===== config.mk =====
export PLATFORM = sky130hd
export DESIGN_NAME = mem_copy_dma
export DESIGN_NICKNAME = d
export VERILOG_FILES = /design/src/rtl/mem_copy_pkg.sv /design/src/rtl/mem_copy_addrgen.sv /design/src/rtl/mem_copy_dma.sv
export SDC_FILE = /design/constraint.sdc
export NUM_CORES = 1
export LEC_CHECK = 0
export ABC_AREA = 1
export BUFFER_PORTS_ARGS = -buffer_cell sky130_fd_sc_hd__buf_2
export CELL_PAD_IN_SITES_DETAIL_PLACEMENT = 1
export CELL_PAD_IN_SITES_GLOBAL_PLACEMENT = 2
export CORE_ASPECT_RATIO = 0.7
export CORE_MARGIN = 2
export CORE_UTILIZATION = 32
export DETAILED_ROUTE_END_ITERATION = 7
export PLACE_DENSITY_LB_ADDON = 0.05
export REMOVE_ABC_BUFFERS = 1
export SYNTH_ARGS = -nofsm -noshare
export SYNTH_HDL_FRONTEND = slang
export SYNTH_SLANG_ARGS = --single-unit

===== constraint.sdc =====
create_clock -name clk -period 6.8 [get_ports clk]
set_input_delay 0.68 -clock clk [delete_from_list [all_inputs] [get_ports clk]]
set_output_delay 0.68 -clock clk [all_outputs]
set_load 0.01 [all_outputs]

===== src/rtl/mem_copy_pkg.sv =====
// Shared types and default sizing for the mem_copy DMA block.
package mem_copy_pkg;

  localparam int unsigned DefAddrWidth = 32;
  localparam int unsigned DefDataWidth = 32;
  localparam int unsigned DefLenWidth  = 16;

  typedef enum logic [1:0] {
    StIdle  = 2'd0,
    StRead  = 2'd1,
    StWrite = 2'd2,
    StDone  = 2'd3
  } state_e;

endpackage


===== src/rtl/mem_copy_addrgen.sv =====
// Word index counter for mem_copy_dma: latches operands, produces src+i / dst+i and the
// last-word flag. Address sums wrap modulo 2^AddrWidth.
module mem_copy_addrgen
  import mem_copy_pkg::*;
#(
  parameter int unsigned AddrWidth = DefAddrWidth,
  parameter int unsigned LenWidth  = DefLenWidth
) (
  input  logic                 clk_i,
  input  logic                 rst_ni,
  input  logic                 load_i,
  input  logic [AddrWidth-1:0] src_i,
  input  logic [AddrWidth-1:0] dst_i,
  input  logic [LenWidth-1:0]  len_i,
  input  logic                 incr_i,
  output logic [AddrWidth-1:0] src_addr_o,
  output logic [AddrWidth-1:0] dst_addr_o,
  output logic                 last_o
);

  logic [AddrWidth-1:0] src_q, src_d;
  logic [AddrWidth-1:0] dst_q, dst_d;
  logic [LenWidth-1:0]  len_q, len_d;
  logic [LenWidth-1:0]  idx_q, idx_d;
  logic [LenWidth-1:0]  idx_inc;

  assign idx_inc = idx_q + LenWidth'(1);

  always_comb begin
    src_d = src_q;
    dst_d = dst_q;
    len_d = len_q;
    idx_d = idx_q;
    if (load_i) begin
      src_d = src_i;
      dst_d = dst_i;
      len_d = len_i;
      idx_d = '0;
    end else if (incr_i) begin
      idx_d = idx_inc;
    end
  end

  always_ff @(posedge clk_i or negedge rst_ni) begin
    if (!rst_ni) begin
      src_q <= '0;
      dst_q <= '0;
      len_q <= '0;
      idx_q <= '0;
    end else begin
      src_q <= src_d;
      dst_q <= dst_d;
      len_q <= len_d;
      idx_q <= idx_d;
    end
  end

  // Compare i+1 rather than i so a full-scale length never needs an extra index bit.
  assign last_o     = (idx_inc == len_q);
  assign src_addr_o = src_q + AddrWidth'(idx_q);
  assign dst_addr_o = dst_q + AddrWidth'(idx_q);

endmodule


===== src/rtl/mem_copy_dma.sv =====
// Word-by-word memory copy engine: READ src+i then WRITE dst+i, ascending, one done pulse.
// Define MEM_COPY_FILL_EN to add fill_mode/fill_value ports for a write-only fill.
module mem_copy_dma
  import mem_copy_pkg::*;
#(
  parameter int unsigned ADDRESSWIDTH = DefAddrWidth,
  parameter int unsigned WIDTH        = DefDataWidth,
  parameter int unsigned LENWIDTH     = DefLenWidth
) (
  input  logic                    clk,
  input  logic                    rst_n,
  input  logic                    start,
  input  logic [ADDRESSWIDTH-1:0] src_addr,
  input  logic [ADDRESSWIDTH-1:0] dst_addr,
  input  logic [LENWIDTH-1:0]     length,
`ifdef MEM_COPY_FILL_EN
  input  logic                    fill_mode,
  input  logic [WIDTH-1:0]        fill_value,
`endif
  output logic                    busy,
  output logic                    done,
  output logic [ADDRESSWIDTH-1:0] mem_address,
  output logic                    mem_writeEnable,
  output logic [WIDTH-1:0]        mem_dataIn,
  input  logic [WIDTH-1:0]        mem_dataOut
);

  state_e                  state_q, state_d;
  logic [WIDTH-1:0]        buf_q, buf_d;
  logic                    load, incr, last;
  logic [ADDRESSWIDTH-1:0] src_cur, dst_cur;
`ifdef MEM_COPY_FILL_EN
  logic                    fill_q, fill_d;
`endif

  mem_copy_addrgen #(
    .AddrWidth (ADDRESSWIDTH),
    .LenWidth  (LENWIDTH)
  ) u_addrgen (
    .clk_i      (clk),
    .rst_ni     (rst_n),
    .load_i     (load),
    .src_i      (src_addr),
    .dst_i      (dst_addr),
    .len_i      (length),
    .incr_i     (incr),
    .src_addr_o (src_cur),
    .dst_addr_o (dst_cur),
    .last_o     (last)
  );

  always_comb begin
    state_d         = state_q;
    buf_d           = buf_q;
    load            = 1'b0;
    incr            = 1'b0;
    busy            = 1'b0;
    done            = 1'b0;
    mem_address     = '0;
    mem_writeEnable = 1'b0;
    mem_dataIn      = '0;
`ifdef MEM_COPY_FILL_EN
    fill_d          = fill_q;
`endif
    case (state_q)
      StIdle: begin
        if (start) begin
          load    = 1'b1;
          state_d = (length != '0) ? StRead : StDone;
`ifdef MEM_COPY_FILL_EN
          fill_d = fill_mode;
          if (fill_mode) begin
            // Fill reuses the copy buffer as the constant source and skips READ.
            buf_d = fill_value;
            if (length != '0) state_d = StWrite;
          end
`endif
        end
      end
      StRead: begin
        busy        = 1'b1;
        mem_address = src_cur;
        buf_d       = mem_dataOut;
        state_d     = StWrite;
      end
      StWrite: begin
        busy            = 1'b1;
        mem_address     = dst_cur;
        mem_writeEnable = 1'b1;
        mem_dataIn      = buf_q;
        incr            = 1'b1;
`ifdef MEM_COPY_FILL_EN
        state_d = last ? StDone : (fill_q ? StWrite : StRead);
`else
        state_d = last ? StDone : StRead;
`endif
      end
      StDone: begin
        done    = 1'b1;
        state_d = StIdle;
      end
      default: state_d = StIdle;
    endcase
  end

  always_ff @(posedge clk or negedge rst_n) begin
    if (!rst_n) begin
      state_q <= StIdle;
      buf_q   <= '0;
`ifdef MEM_COPY_FILL_EN
      fill_q  <= 1'b0;
`endif
    end else begin
      state_q <= state_d;
      buf_q   <= buf_d;
`ifdef MEM_COPY_FILL_EN
      fill_q  <= fill_d;
`endif
    end
  end

endmodule


==> results.md <==
- Status: finished, final reports clean
- CTS buffer count: 17
- Crit share post-route: between 70% and 80%
- Port Buf Inserts: ~180
- Placed cell count: ~1,600
- Clock insertion delay at the later pin of the skew report: about 0.43 ns
- Slack of the worst reg-to-reg path: 3.92 ns
- Avg WL per Cell: 15.8 um
- Final WL: about 26 mm
- Detail Route Antenna Nets: 0
- CP required: roughly 6 ns
- Hold bufs inserted after CTS: 0
- Initial Util: approximately 33%
- Gates resized, CTS repair: 0
- Area of the die: around 26,000 um2
- H-tree level count: 4
- Clk_skew: between 0.008 and 0.009 ns
- Worst setup slack before clock tree synthesis: between 2 and 2.5 ns
- Reg clk slew, reported paths: roughly 0.060 ns
- Number of post-CTS setup repair buffers: 0
- Fin cells: 1,656
- Register bit total from synthesis: between 100 and 150
- Weighted congestion reported at the end of routability-driven placement: roughly 0.82
- Final Setup Violations: 0
- Final cell utilization of the core: approximately 40%
- Grt total ovfl: 0
- Area share of the leading cell type in the synthesized netlist: 40.6%
- Worst-Margin Slew: 0.878 ns
- Drt via density: 4.55
- Layout Area Growth over Synthesis: 22.0%
- Path category of the worst min-delay check: primary input to async pin
- Final setup slack of the worst path: between 1.5 and 2 ns
- Antenna violations before repair: 2
- Instance count of the mapped netlist: 1,150
- Number of warning messages in the yosys log: 0
- Die X-Extent: between 150 and 200 um
- Seq/Total Area, Yosys: between 40% and 50%
- Maximum vdd ir drop: 0.161 mV
- Total number of vias: around 7,500
- Sinks on Clock Net: 130
- Number of DRC markers after the initial detailed-route iteration: ~400
- Clock root buffer: clkbuf_16
- Headroom to the max-slew limit: approximately two fifths
- Final period demand of the worst path: between 4 and 5 ns
- Avg Cell Area, Syn: 6.97 um2
- Wire length of the first global-routing pass: between 40 and 50 mm
- Leakage power: ~5.6 nW
- Clock tree from TritonCTS: built
- Count of different cell masters after synthesis: 46
- Reported max-cap violation count: 0
- Final worst hold slack: approximately 0.18 ns
- Core ar.: between 20,000 and 25,000 um2
- Type of the worst setup path: flop to output pin
- Largest area contributor in the synthesized netlist: dfrtp_1
- Overall track demand over capacity in global routing: about a fifth
- RSZ-0062 raised after global routing: no
- Pins Over Slew Limit: 0
- Critical path peak fanout: between 50 and 60
- Y dimension of the die: around 140 um
- Critical Path Source Type: flop
- Maximum clock insertion buffer count: 2
- Syn Std Cell Area: roughly 8000 um2
- Fraction of final layout cells sized beyond drive strength 1: 20.8%
- Power density relative to cell area: between 150 and 200 nW/um2
- Detailed-routing iteration count for the pre-antenna-repair pass: 4
- Total Negative Setup Slacks: 0 ns
- Element type at the critical path end: output pin
- DRC violation count after routing: 0
- Top-level port count: between 150 and 200
- Final nets: approximately 1,500
- Arr. time, crit path: about 4.2 ns
- Vias in the first global route: around 7,600
- Top area cells in the synthesized netlist: dfrtp_1 (41%), nand2_1 (24%), inv_1 (5.9%)
- Maximum number of pins on one net before global-route repair: between 80 and 90
- Final hold violation count: 0
- Row cnt: 48
- Max Freq: 204 MHz
- Final HPWL from detailed placement: 19.6 mm
## metal layers
| layer | GRT usage [%] | wire length (um) |
|---|---|---|
| met3 | 4.05 | 1210 |
| met2 | 27.0 | 9910 |
| met1 | 34.1 | 14800 |
| met4 | 4.12 | 196 |
| met5 | 0 | 0 |
## registers in the layout (all words and copies together) (netlist names)
| signal | cells |
|---|---|
| u_addrgen.len_q | 16 |
| u_addrgen.idx_q | 16 |
| state_q | 2 |
| buf_q | 32 |
| u_addrgen.dst_q | 32 |
| u_addrgen.src_q | 32 |
## cell usage in the layout (no fill, tap or decap), types with 6 or more instances in the layout
cell type | synthesis | final
a21oi_1 | 28 | 28
buf_2 | 0 | 180
buf_4 | 2 | 9
clkbuf_16 | 0 | 17
dfrtp_1 | 130 | 130
ha_1 | 26 | 25
inv_1 | 127 | 126
inv_2 | 13 | 14
nand2_1 | 510 | 509
nand2_2 | 6 | 7
nand3_1 | 37 | 37
nand4_1 | 8 | 8
nor2_1 | 68 | 68
nor3_1 | 7 | 7
o21ai_0 | 56 | 56
o21ai_1 | 8 | 8
o21ai_2 | 10 | 10
o21bai_1 | 6 | 6
o22ai_1 | 10 | 10
xnor2_1 | 8 | 8
## synthesized netlist by cell type, drive strengths merged
cell    number
clkbuf      33
o211ai       1
dfrtp      130
o211a        1
clkinv       1
a21oi       29
nand3b       6
mux2i        1
buf          9
nor3        11
xnor2        8
xor2         6
nand2      516
o21bai       7
o21a         2
o41ai        1
nor4         1
nand4       10
or2          1
nand3       39
ha          26
and2         1
a21o         3
o22ai       10
fa           1
nor2        74
a31oi        4
o21ai       78
inv        140
## report_power, final
part           switching, mW  leakage, nW  internal (mW)  total, mW
logic                 0.0329         3.74         0.0286     0.0615
registers            0.00499         1.63          0.783      0.788
clock network          0.377        0.275          0.532      0.908
## per-stage QoR
| step | area [um2] | power [mW] |
|---|---|---|
| 5_1_grt | 9780 | 1.82 |
| 3_3_place_gp | 9200 | 0.864 |
| 3_5_place_dp | 9200 | 0.866 |
| 6_report | 9780 | 1.76 |
| 4_1_cts | 9770 | 1.79 |
| 2_1_floorplan | 7810 | 0.811 |
## area by class of cell
cell class,count,area (um2)
Timing Repair Buffer,189,968
Multi-Input combinational cell,837,4040
Tap cell,325,407
Clock buffer,20,467
Inverter,141,529
Clock inverter,12,106
Fill cell,3191,14800
Sequential cell,130,3250
Antenna cell,2,5.00
## worst paths after layout
path / start / end / cells after the start
worst min-delay path: rst_n / buf_q[29]$_DFFE_PN0P_ / 1
worst max register to register: state_q[0]$_DFFE_PN0P_ / u_addrgen.idx_q[4]$_DFFE_PN0P_ / 9
min in group clk: dst_addr[22] / u_addrgen.dst_q[22]$_DFFE_PN0P_ / 3
worst max-delay path: state_q[0]$_DFFE_PN0P_ / mem_address[22] / 19
max in group asynchronous: rst_n / u_addrgen.dst_q[10]$_DFFE_PN0P_ / 2
worst min register to register: buf_q[17]$_DFFE_PN0P_ / buf_q[17]$_DFFE_PN0P_ / 2
## cells by family (layout without fill, tap and decap cells)
| kind of cell | count (synthesis) | in the layout | synth area share [%] |
|---|---|---|---|
| AOI/OAI and AO/OA | 136 | 136 | 10.4 |
| xor gates and xnor gates | 14 | 14 | 1.62 |
| adders and majority gates | 27 | 27 | 4.31 |
| buffers and inverters | 183 | 362 | 9.15 |
| DFF | 130 | 130 | 40.6 |
| muxes | 1 | 1 | 0.125 |
| other | 0 | 2 | 0 |
| and+or+nand+nor | 659 | 659 | 33.8 |
## critical path, cell delays in order, from the launching register on
cell	delay, ns
dfrtp_1	0.41
inv_1	0.17
ha_4	0.58
inv_2	0.38
nand2_1	0.16
nand2_1	0.06
ha_1	0.21
fa_1	0.39
nand2_1	0.09
inv_1	0.05
nand2_1	0.05
nand2_1	0.07
nand2_2	0.09
o21ai_4	0.08
a21oi_1	0.29
o21ai_1	0.23
nand2_1	0.14
o21ai_1	0.06
a21oi_1	0.14
buf_2	0.14
Note: power is estimated with default switching activity, not from simulation.
